===== config.mk =====
export PLATFORM = sky130hd
export DESIGN_NAME = instr_trace_decoder
export DESIGN_NICKNAME = d
export VERILOG_FILES = /design/src/rtl/cpu_ctrl_pkg.sv /design/src/rtl/trace_fifo.sv /design/src/rtl/instr_trace_decoder.sv
export SDC_FILE = /design/constraint.sdc
export NUM_CORES = 1
export LEC_CHECK = 0
export ABC_AREA = 1
export ABC_CLOCK_PERIOD_IN_PS = 3200
export BUFFER_PORTS_ARGS = -buffer_cell sky130_fd_sc_hd__buf_2
export CORE_UTILIZATION = 35
export DETAILED_ROUTE_END_ITERATION = 8
export GPL_TIMING_DRIVEN = 1
export PLACE_DENSITY_LB_ADDON = 0.2
export SKIP_CTS_REPAIR_TIMING = 1
export SYNTH_ARGS = -nofsm -noshare
export SYNTH_HDL_FRONTEND = slang
export SYNTH_SLANG_ARGS = --single-unit

===== constraint.sdc =====
create_clock -name clk -period 3.2 [get_ports clk]
set_input_delay 0.48 -clock clk [delete_from_list [all_inputs] [get_ports clk]]
set_output_delay 0.48 -clock clk [all_outputs]
set_load 0.01 [all_outputs]

===== src/rtl/cpu_ctrl_pkg.sv =====
// Shared CPU control definitions: control-word bit constants, opcodes, the
// fetch words, the trace record layout, the decoder step encoding and the
// single microcode source expected_ctrl() used by the control unit and the
// trace decoder.
//
// No ports (package).
package cpu_ctrl_pkg;

    localparam int CTRL_W = 17;
    typedef logic [CTRL_W-1:0] ctrl_t;

    // Control-word bits, MSB (OUT_EN) down to LSB (CLK_HLT).
    // *_READ loads a register from the bus, *_WRITE drives the bus.
    localparam ctrl_t OUT_EN    = ctrl_t'(1 << 16);
    localparam ctrl_t SUB       = ctrl_t'(1 << 15);
    localparam ctrl_t ALU_WRITE = ctrl_t'(1 << 14);
    localparam ctrl_t A_READ    = ctrl_t'(1 << 13);
    localparam ctrl_t A_WRITE   = ctrl_t'(1 << 12);
    localparam ctrl_t B_READ    = ctrl_t'(1 << 11);
    localparam ctrl_t B_WRITE   = ctrl_t'(1 << 10);
    localparam ctrl_t I_READ    = ctrl_t'(1 << 9);
    localparam ctrl_t I_WRITE   = ctrl_t'(1 << 8);
    localparam ctrl_t RAM_READ  = ctrl_t'(1 << 7);
    localparam ctrl_t RAM_WRITE = ctrl_t'(1 << 6);
    localparam ctrl_t MAR_READ  = ctrl_t'(1 << 5);
    localparam ctrl_t PC_OUT    = ctrl_t'(1 << 4);
    localparam ctrl_t PC_INC    = ctrl_t'(1 << 3);
    localparam ctrl_t PC_JUMP   = ctrl_t'(1 << 2);
    localparam ctrl_t FLAG_READ = ctrl_t'(1 << 1);
    localparam int    CLK_HLT_BIT = 0;
    localparam ctrl_t CLK_HLT   = ctrl_t'(1 << CLK_HLT_BIT);

    localparam ctrl_t FETCH0 = PC_OUT | MAR_READ;
    localparam ctrl_t FETCH1 = RAM_WRITE | I_READ | PC_INC;

    localparam logic [3:0] OP_NOP = 4'h0;
    localparam logic [3:0] OP_LDA = 4'h1;
    localparam logic [3:0] OP_ADD = 4'h2;
    localparam logic [3:0] OP_SUB = 4'h3;
    localparam logic [3:0] OP_STA = 4'h4;
    localparam logic [3:0] OP_LDI = 4'h5;
    localparam logic [3:0] OP_JMP = 4'h6;
    localparam logic [3:0] OP_JC  = 4'h7;
    localparam logic [3:0] OP_JZ  = 4'h8;
    localparam logic [3:0] OP_TBA = 4'h9;
    localparam logic [3:0] OP_OUT = 4'hE;
    localparam logic [3:0] OP_HLT = 4'hF;

    typedef struct packed {
        logic       err;
        logic [3:0] pc;
        logic [3:0] opcode;
        logic [3:0] operand;
        logic [7:0] data;
    } trace_rec_t;

    // Encoding doubles as the micro-step index (IDLE waits for step 0).
    typedef enum logic [2:0] {
        ST_IDLE = 3'd0,
        ST_S1   = 3'd1,
        ST_S2   = 3'd2,
        ST_S3   = 3'd3,
        ST_S4   = 3'd4,
        ST_S5   = 3'd5,
        ST_S6   = 3'd6
    } step_t;

    function automatic ctrl_t expected_ctrl(input logic [3:0] opcode,
                                            input logic [2:0] step,
                                            input logic       carry,
                                            input logic       zero);
        ctrl_t w;
        w = '0;
        case (step)
            3'd0: w = FETCH0;
            3'd1: w = FETCH1;
            3'd2: begin
                case (opcode)
                    OP_NOP:                         w = '0;
                    OP_LDA, OP_ADD, OP_SUB, OP_STA: w = I_WRITE | MAR_READ;
                    OP_LDI:                         w = I_WRITE | A_READ;
                    OP_JMP:                         w = I_WRITE | PC_JUMP;
                    OP_JC:  w = carry ? (I_WRITE | PC_JUMP) : '0;
                    OP_JZ:  w = zero  ? (I_WRITE | PC_JUMP) : '0;
                    OP_TBA:                         w = B_WRITE | A_READ;
                    OP_OUT:                         w = A_WRITE | OUT_EN;
                    OP_HLT:                         w = CLK_HLT;
                    default:                        w = '0;
                endcase
            end
            3'd3: begin
                case (opcode)
                    OP_LDA:         w = RAM_WRITE | A_READ;
                    OP_ADD, OP_SUB: w = RAM_WRITE | B_READ;
                    OP_STA:         w = A_WRITE | RAM_READ;
                    default:        w = '0;
                endcase
            end
            3'd4: begin
                case (opcode)
                    OP_ADD:  w = ALU_WRITE | A_READ | FLAG_READ;
                    OP_SUB:  w = ALU_WRITE | SUB | A_READ | FLAG_READ;
                    default: w = '0;
                endcase
            end
            default: w = '0;
        endcase
        return w;
    endfunction

endpackage


===== src/rtl/trace_fifo.sv =====
// Synchronous FIFO with count-based full/empty. A push while full is only
// accepted when a pop happens on the same edge. rd_data shows the head
// combinationally and reads as zero when the FIFO is empty.
//
// Ports:
//   clk, rst_n  clock, asynchronous active-low reset (pointers/count only)
//   push        write request, wr_data stored if accepted
//   pop         remove head (ignored when empty)
//   rd_data     head entry, 0 when empty
//   empty/full  occupancy status
module trace_fifo #(
    parameter int WIDTH = 21,
    parameter int DEPTH = 4
) (
    input  logic             clk,
    input  logic             rst_n,
    input  logic             push,
    input  logic [WIDTH-1:0] wr_data,
    input  logic             pop,
    output logic [WIDTH-1:0] rd_data,
    output logic             empty,
    output logic             full
);

    localparam int AW = $clog2(DEPTH);

    logic [WIDTH-1:0] mem [DEPTH];
    logic [AW-1:0]    wr_ptr;
    logic [AW-1:0]    rd_ptr;
    logic [AW:0]      count;
    logic             do_push;
    logic             do_pop;

    always_comb begin
        empty   = (count == '0);
        full    = (count == (AW+1)'(DEPTH));
        do_pop  = pop && !empty;
        do_push = push && (!full || do_pop);
        rd_data = empty ? '0 : mem[rd_ptr];
    end

    always_ff @(posedge clk or negedge rst_n) begin
        if (!rst_n) begin
            wr_ptr <= '0;
            rd_ptr <= '0;
            count  <= '0;
        end else begin
            if (do_push) wr_ptr <= wr_ptr + 1'b1;
            if (do_pop)  rd_ptr <= rd_ptr + 1'b1;
            case ({do_push, do_pop})
                2'b10:   count <= count + 1'b1;
                2'b01:   count <= count - 1'b1;
                default: count <= count;
            endcase
        end
    end

    always_ff @(posedge clk) begin
        if (do_push) mem[wr_ptr] <= wr_data;
    end

endmodule


===== src/rtl/instr_trace_decoder.sv =====
// Passive trace decoder: follows the 17-bit control word step by step,
// checks every micro-step against expected_ctrl(), and emits one trace
// record per retired instruction through a valid/ready FIFO.
//
// Ports:
//   clk, rst_n      CPU clock, asynchronous active-low reset
//   ctrl_word       control word as driven by the control unit
//   bus             CPU data bus
//   alu_carry/zero  flag-register outputs seen by the control unit
//   trace_valid     FIFO holds at least one record
//   trace_ready     consumer pops the head when valid && ready
//   trace_data      head record {err,pc,opcode,operand,data}, 0 when empty
//   trace_overflow  sticky: a record was dropped on a full FIFO
//   sync_lost       sticky: FETCH0 arrived mid-instruction
module instr_trace_decoder
    import cpu_ctrl_pkg::*;
#(
    parameter int FIFO_DEPTH = 4,
    parameter int STEPS      = 7
) (
    input  logic        clk,
    input  logic        rst_n,
    input  logic [16:0] ctrl_word,
    input  logic [7:0]  bus,
    input  logic        alu_carry,
    input  logic        alu_zero,
    output logic        trace_valid,
    input  logic        trace_ready,
    output logic [20:0] trace_data,
    output logic        trace_overflow,
    output logic        sync_lost
);

    localparam step_t LAST_STEP = step_t'(3'(STEPS - 1));

    step_t      state;
    trace_rec_t rec_q;
    trace_rec_t rec_next;
    trace_rec_t push_rec;
    ctrl_t      exp_word;
    logic       is_fetch0;
    logic       resync;
    logic       halt_push;
    logic       last_push;
    logic       push;
    logic       pop;
    logic       fifo_empty;
    logic       fifo_full;

    always_comb begin
        exp_word  = expected_ctrl(rec_q.opcode, state, alu_carry, alu_zero);
        is_fetch0 = (ctrl_word == FETCH0);
        resync    = (state != ST_IDLE) && is_fetch0;

        // Record as it stands after folding in this cycle's execute step.
        rec_next = rec_q;
        if (state >= ST_S2) begin
            if (ctrl_word != exp_word) rec_next.err = 1'b1;
            if (exp_word != '0)        rec_next.data = bus;
        end

        // The clock stops once CLK_HLT is asserted, so HLT must push now.
        halt_push = (state == ST_S2) && ctrl_word[CLK_HLT_BIT] && !resync;
        last_push = (state == LAST_STEP) && !resync;
        push      = resync || halt_push || last_push;

        // A resync closes the interrupted record without this cycle's step.
        push_rec = rec_next;
        if (resync) begin
            push_rec     = rec_q;
            push_rec.err = 1'b1;
        end

        trace_valid = !fifo_empty;
        pop         = trace_valid && trace_ready;
    end

    always_ff @(posedge clk or negedge rst_n) begin
        if (!rst_n) begin
            state          <= ST_IDLE;
            sync_lost      <= 1'b0;
            trace_overflow <= 1'b0;
        end else begin
            if (push && fifo_full && !pop) trace_overflow <= 1'b1;
            if (resync)                    sync_lost      <= 1'b1;
            case (state)
                ST_IDLE: if (is_fetch0) state <= ST_S1;
                default: begin
                    if (resync)                      state <= ST_S1;
                    else if (halt_push || last_push) state <= ST_IDLE;
                    else                             state <= step_t'(state + 3'd1);
                end
            endcase
        end
    end

    // Record fields; a FETCH0 in any state opens a fresh record.
    always_ff @(posedge clk) begin
        if (is_fetch0) begin
            rec_q.err     <= 1'b0;
            rec_q.pc      <= bus[3:0];
            rec_q.opcode  <= 4'h0;
            rec_q.operand <= 4'h0;
            rec_q.data    <= 8'h00;
        end else if (state == ST_S1) begin
            rec_q.opcode  <= bus[7:4];
            rec_q.operand <= bus[3:0];
            if (ctrl_word != FETCH1) rec_q.err <= 1'b1;
        end else begin
            rec_q <= rec_next;
        end
    end

    trace_fifo #(
        .WIDTH ($bits(trace_rec_t)),
        .DEPTH (FIFO_DEPTH)
    ) u_fifo (
        .clk     (clk),
        .rst_n   (rst_n),
        .push    (push),
        .wr_data (push_rec),
        .pop     (pop),
        .rd_data (trace_data),
        .empty   (fifo_empty),
        .full    (fifo_full)
    );

endmodule


* Yosys cells after proc, flatten, opt, wreduce, memory -nomap -nowiden
Memories as Yosys holds them, arrays and structs flattened. Index checks and enable logic that the tools add are counted. Widths: inputs -> output; s select.
Storage, ports and cells: bits of input ports 30, word-level logic and storage cells 87, memories 1, bits in writable memories 84, output and inout bits 24, bits in registers 33
Cells by class: $add $sub $neg 5, equal/unequal tests 24, muxes and demuxes 21, reduce and logical (&&, ||, !) cells 24, order comparisons 1
Memories:
- u_fifo.mem | depth 4, width 21, rd ports 1, clocked after memory_dff 0, write ports 1, line trace_fifo.sv:27 | logic [WIDTH-1:0] mem [DEPTH];
Operator list (count):
- $pmux 17 s8 | 1
- $pmux 17 s5 | 1
- $mux 21 | 2
- $pmux 14 s3 | 1
- $pmux 16 s2 | 1
- $mux 9 | 2
- $eq 17x6->1 const B | 1
- $ne 17x10->1 const B | 1
- $ne 17x17->1 | 1
- $reduce_bool 17->1 | 1
- $eq 4x3->1 const B | 4
- $eq 4x4->1 const B | 4
- $mux 8 | 2
- $mux 3 | 4
- $eq 3x3->1 const B | 3
- $logic_and 1x1->1 | 9
- $eq 4x2->1 const B | 2
- $add 3x1->3 const B | 2
- $eq 3x2->1 const B | 2
- $logic_not 3->1 | 2
- $mux 1 | 6
- $pmux 3 s2 | 1
- $add 2x1->2 const B | 2
- $eq 4x1->1 const B | 1
- other kinds (13) | 19

* Logic depth before layout (Yosys ltp)
depth after elaboration 9, mapped depth 15, depth with buffers taken out 14

* Cells and area by module
A second synthesis with hierarchy kept.
Second synthesis, totals: cells, all modules 635, area, all modules 5755.5 um^2
By module, submodules not included:
- trace_fifo | cells an instance 303, sequential area each 2697.6 um^2, instances 1, area each 3734.8 um^2
- instr_trace_decoder | cells an instance 332, sequential area each 585.6 um^2, instances 1, area each 2020.7 um^2

* Worst setup path after synthesis
Ideal clock, no wire load.
path type input -> register, start input port ctrl_word[14], end memory u_fifo.mem[0][0] (enable), data required time 2801 ps, slack 636 ps, cell stages on the path 7, arrival time 2165 ps, buffers on the path 0, library setup time 399 ps, cells stage by stage inv_1 > nand3_1 > nor3_1 > nand3_1 > nor2_1 > o21ai_2 > nor2_1
On the way: longest elaborated chain between the ends 9
RTL lines:
- start: declaration | line instr_trace_decoder.sv:23 | input logic [16:0] ctrl_word,
- $eq 17x6->1 * | line instr_trace_decoder.sv:52 | is_fetch0 = (ctrl_word == FETCH0);
- $logic_and 1x1->1 * | line instr_trace_decoder.sv:53 | resync = (state != ST_IDLE) && is_fetch0;
- $logic_not 1->1 | line instr_trace_decoder.sv:63, instr_trace_decoder.sv:64
- $logic_and 1x1->1 | line instr_trace_decoder.sv:63 | halt_push = (state == ST_S2) && ctrl_word[CLK_HLT_BIT] && !resync;
- $logic_or 1x1->1 | line instr_trace_decoder.sv:65 | push = resync || halt_push || last_push;
- $logic_or 1x1->1 * | line instr_trace_decoder.sv:65
- $logic_and 1x1->1 * | line trace_fifo.sv:38 | do_push = push && (!full || do_pop);
- $mux 1 * | line trace_fifo.sv:59 | if (do_push) mem[wr_ptr] <= wr_data;
- $mux 1 (implied by the code) * | line trace_fifo.sv:59
- end: declaration | line trace_fifo.sv:27
Mark *: on every way between the ends. The rest lies on a longest branch, timed or not.

* Final worst setup path
start register u_fifo.rd_ptr[1], end output port trace_data[7]
On the way: longest elaborated chain between the ends 2
RTL lines:
- start: declaration | line trace_fifo.sv:29 | logic [AW-1:0] rd_ptr;
- start signal: assignment | line trace_fifo.sv:49 | if (do_pop) rd_ptr <= rd_ptr + 1'b1;
- $mem_v2 4x21
- $mux 21 | line trace_fifo.sv:39 | rd_data = empty ? '0 : mem[rd_ptr];
- end: declaration | line instr_trace_decoder.sv:29 | output logic [20:0] trace_data,
No other way between the ends.

==> key figures <==
Setup path
  • Worst Path Arrival: 2.21 ns
  • Slowest cell on the critical path: dfrtp_1
  • Most numerous cell on the critical path: buf_4
  • R2R Setup Slk: 0.78 ns
  • Startpoint Class: flop
  • Slowest stage delay, CP: 0.32 ns
  • Critical path, cell by cell: buf_4 -> inv_1 -> buf_4 -> nor2_1 -> o21ai_0 -> a21oi_1 -> buf_2
  • Worst R2R End: u_fifo.mem[2][3]
  • Crit. End Element: output port
  • Crit path max fanout: 22
  • Reg-to-reg critical path startpoint: state[0]
  • Reg2Reg Depth: 13
  • Worst Path Required: 2.72 ns
  • Critical path class: flop to output port

Logic synthesis
  • Syn nets: 663
  • Cell variety after synth: 29
  • Top cells by area, synth: edfxtp_1 47%, nand2_1 8.4%, nor2_1 7.6%
  • Syn avg cell area: 9.003 um^2
  • Sequential share of the synthesized area: 0.5853
  • Cell count after synthesis: 623
  • #FFs+latches synth: 117
  • Top cells by count, synth: 126 x nand2_1, 113 x nor2_1, 88 x edfxtp_1, 63 x inv_1, 59 x o21ai_0
  • Yosys warnings: 0
  • Count leader, synth: nand2_1
  • Top_reg_cell synth: edfxtp_1
  • Mapped Area: 5609 um^2
  • Asr flop ratio synth: 0.1026
  • Post-synth top area share: 0.4711
  • EDFF count, synth: 88
  • Synth area leader: edfxtp_1

Clock tree
  • Clk_lat worst skew: 0.41 ns
  • Max Root-Sink Buffers: 2
  • Root buffer cell: clkbuf_16
  • CTS tree: done
  • Worst-path clk slew: 0.05 ns
  • H-Tree Level Count: 4
  • CTS Buf Count: 17
  • Clock Sinks: 117

Layout
  • Syn-to-layout area delta: 20.05%
  • Post-Layout Inst Area: 6734 um^2
  • Post-Layout Cell Count: 908
  • Fin nets: 724
  • Fin util: 0.4365
  • Share of layout cells above drive strength 1: 0.1664
  • N_diodes: 0

Floorplanning
  • Starting Density: 0.3636
  • Die W: 128.6 um
  • Die height: 128.6 um
  • # rows: 45
  • DIE AREA: 16540 um^2
  • Num ports: 54
  • Core ar.: 15430 um^2

Routing
  • Post-route ant nets: 0
  • Vias per inst: 4.830
  • Drt first pass iters: 5
  • Via count: 4386
  • Wire per inst: 15.28 um
  • DRT iter0 DRCs: 393
  • DRC: 0
  • WL final: 13880 um

GRT
  • Grt ovf: 0
  • Met2 usage: 0.3091
  • GR peak layer: met2
  • Initial antenna violation count: 0
  • Met3 Resource Use GR: 0.03368
  • Number of global-route vias before repair: 4170
  • GRT Util Overall: 0.1796
  • Routing usage on met1: 0.2208
  • First-pass GRT wire length: 21880 um
  • Pin count of the biggest net entering global routing: 45

STA
  • Worst setup margin: 0.5136 ns
  • Final period utilization: 0.8395
  • Finish-stage setup viols: 0
  • Setup tns final: 0 ns
  • Slew Viols, Final: 0
  • Hold WS: 0.3262 ns
  • F_max: 0.3722 GHz
  • Fin crit period: 2.686 ns
  • Slew @ Worst Pin: 0.6470 ns
  • Slew HR: 0.5682
  • Endpoints failing hold: 0
  • RSZ-0062 raised after global routing: no
  • Clock skew: 0.007597 ns

Worst hold path
  • Hold path cells: 1
  • Worst min-delay path startpoint: bus[3]
  • WHS Endpoint: rec_next[19]
  • HP Class: primary input to flop

Power and ir drop
  • P_int: 4.277 mW
  • Maximum vdd drop: 0.4369 mV
  • Net Sw Frac: 0.3988
  • Leak pwr: 2.898 nW
  • Total power per unit cell area: 1057 nW/um^2
  • Comb pwr share: 0.404
  • Pwr Total: 7.114 mW
  • Switch Pwr: 2.837 mW
  • Part of the power in the clock network: 0.255
  • Reg power frac: 0.341

Placed design
  • Area after DPL: 6147 um^2
  • Dpl cells: 875
  • Gp weighted congestion: 0.8822
  • DP Wirelength: 9389 um
  • Pre-CTS setup slack: 0.7400 ns
  • Input/output buffers: 53

Outcome
  • Status: finished, final reports clean

Flow run
  • Max-cap viol count: 0
cells in the final DEF (no fill, tap or decap), types with 2 or more instances in the layout:
| cell | count |
|---|---|
| nand2_2 | 4 |
| dfrtp_1 | 12 |
| nand4_1 | 5 |
| clkbuf_16 | 17 |
| nor2_1 | 109 |
| nand2_4 | 2 |
| inv_1 | 63 |
| xor2_1 | 8 |
| ha_1 | 9 |
| o21bai_1 | 9 |
| o21ai_0 | 59 |
| clkinv_2 | 5 |
| inv_2 | 4 |
| dfxtp_1 | 17 |
| nand3b_1 | 3 |
| buf_2 | 53 |
| bufinv_16 | 2 |
| edfxtp_1 | 88 |
| xnor2_1 | 2 |
| clkinvlp_4 | 3 |
| nor3_1 | 4 |
| clkinv_4 | 3 |
| nand2_1 | 126 |
| a21oi_1 | 26 |
| nand3_1 | 36 |
| buf_4 | 13 |
| nor2_2 | 5 |
sequential cells by signal, indices dropped and copies added, names as in the netlist:
register and cells:
sync_lost 1, rec_next 12, u_fifo.rd_ptr 2, u_fifo.count 3, state 3, trace_overflow 1
rec_q 9, u_fifo.mem 84, u_fifo.wr_ptr 2
area by class of cell:
| class | count | area (um^2) |
|---|---|---|
| clock inverters | 13 | 133.9 |
| fillers | 1569 | 8693 |
| flip-flops and latches | 117 | 3283 |
| well taps | 211 | 264.0 |
| inverters | 67 | 251.5 |
| multi-input cells | 414 | 1986 |
| repair buffers | 67 | 372.9 |
| clock buffers | 19 | 442.9 |
worst max-delay path by stage:
stage / start / to / slack, ns
after global placement: ctrl_word[14] / u_fifo.mem[1][19] / 0.77
after CTS: u_fifo.rd_ptr[1] / trace_data[7] / 0.47
after floorplan: ctrl_word[14] / u_fifo.mem[0][0] / 0.64
after global routing: u_fifo.rd_ptr[1] / trace_data[7] / 0.36
after detailed placement: ctrl_word[14] / u_fifo.mem[0][13] / 0.74
final: u_fifo.rd_ptr[1] / trace_data[7] / 0.51
power by group through the flow:
stage / Sequential, mW / Clock (mW) / Combinational [mW]
3_5_place_dp: 2.45 / 0 / 2.89
6_report: 2.42 / 1.81 / 2.88
4_1_cts: 2.42 / 1.84 / 2.91
2_1_floorplan: 2.35 / 0 / 2.03
5_1_grt: 2.46 / 1.90 / 3.28
3_3_place_gp: 2.44 / 0 / 2.83
cell families (layout without fill, tap and decap cells):
family | after synthesis | after routing | share of synthesized area
buffers and inverters | 92 | 166 | 0.06246
AO/OA/AOI/OAI | 96 | 96 | 0.09101
XOR/XNOR | 10 | 10 | 0.01562
adder cells (fa/ha/maj) | 10 | 10 | 0.02365
AND/OR/NAND/NOR | 298 | 298 | 0.2220
flip-flops | 117 | 117 | 0.5853
layer usage:
layer  wire (um)  vias up
met5           0        -
met4         211        0
met3         565       17
met2        6904      108
met1        6194     2084
li1            -     2177
critical path: cells and delay by family (launching register included):
kind | cells | cell delay [ns]
AOI/OAI and AO/OA | 2 | 0.29
and+or+nand+nor | 1 | 0.10
buffers and inverters | 4 | 1.07
DFF | 1 | 0.32
(Power assumes the default switching activity.)
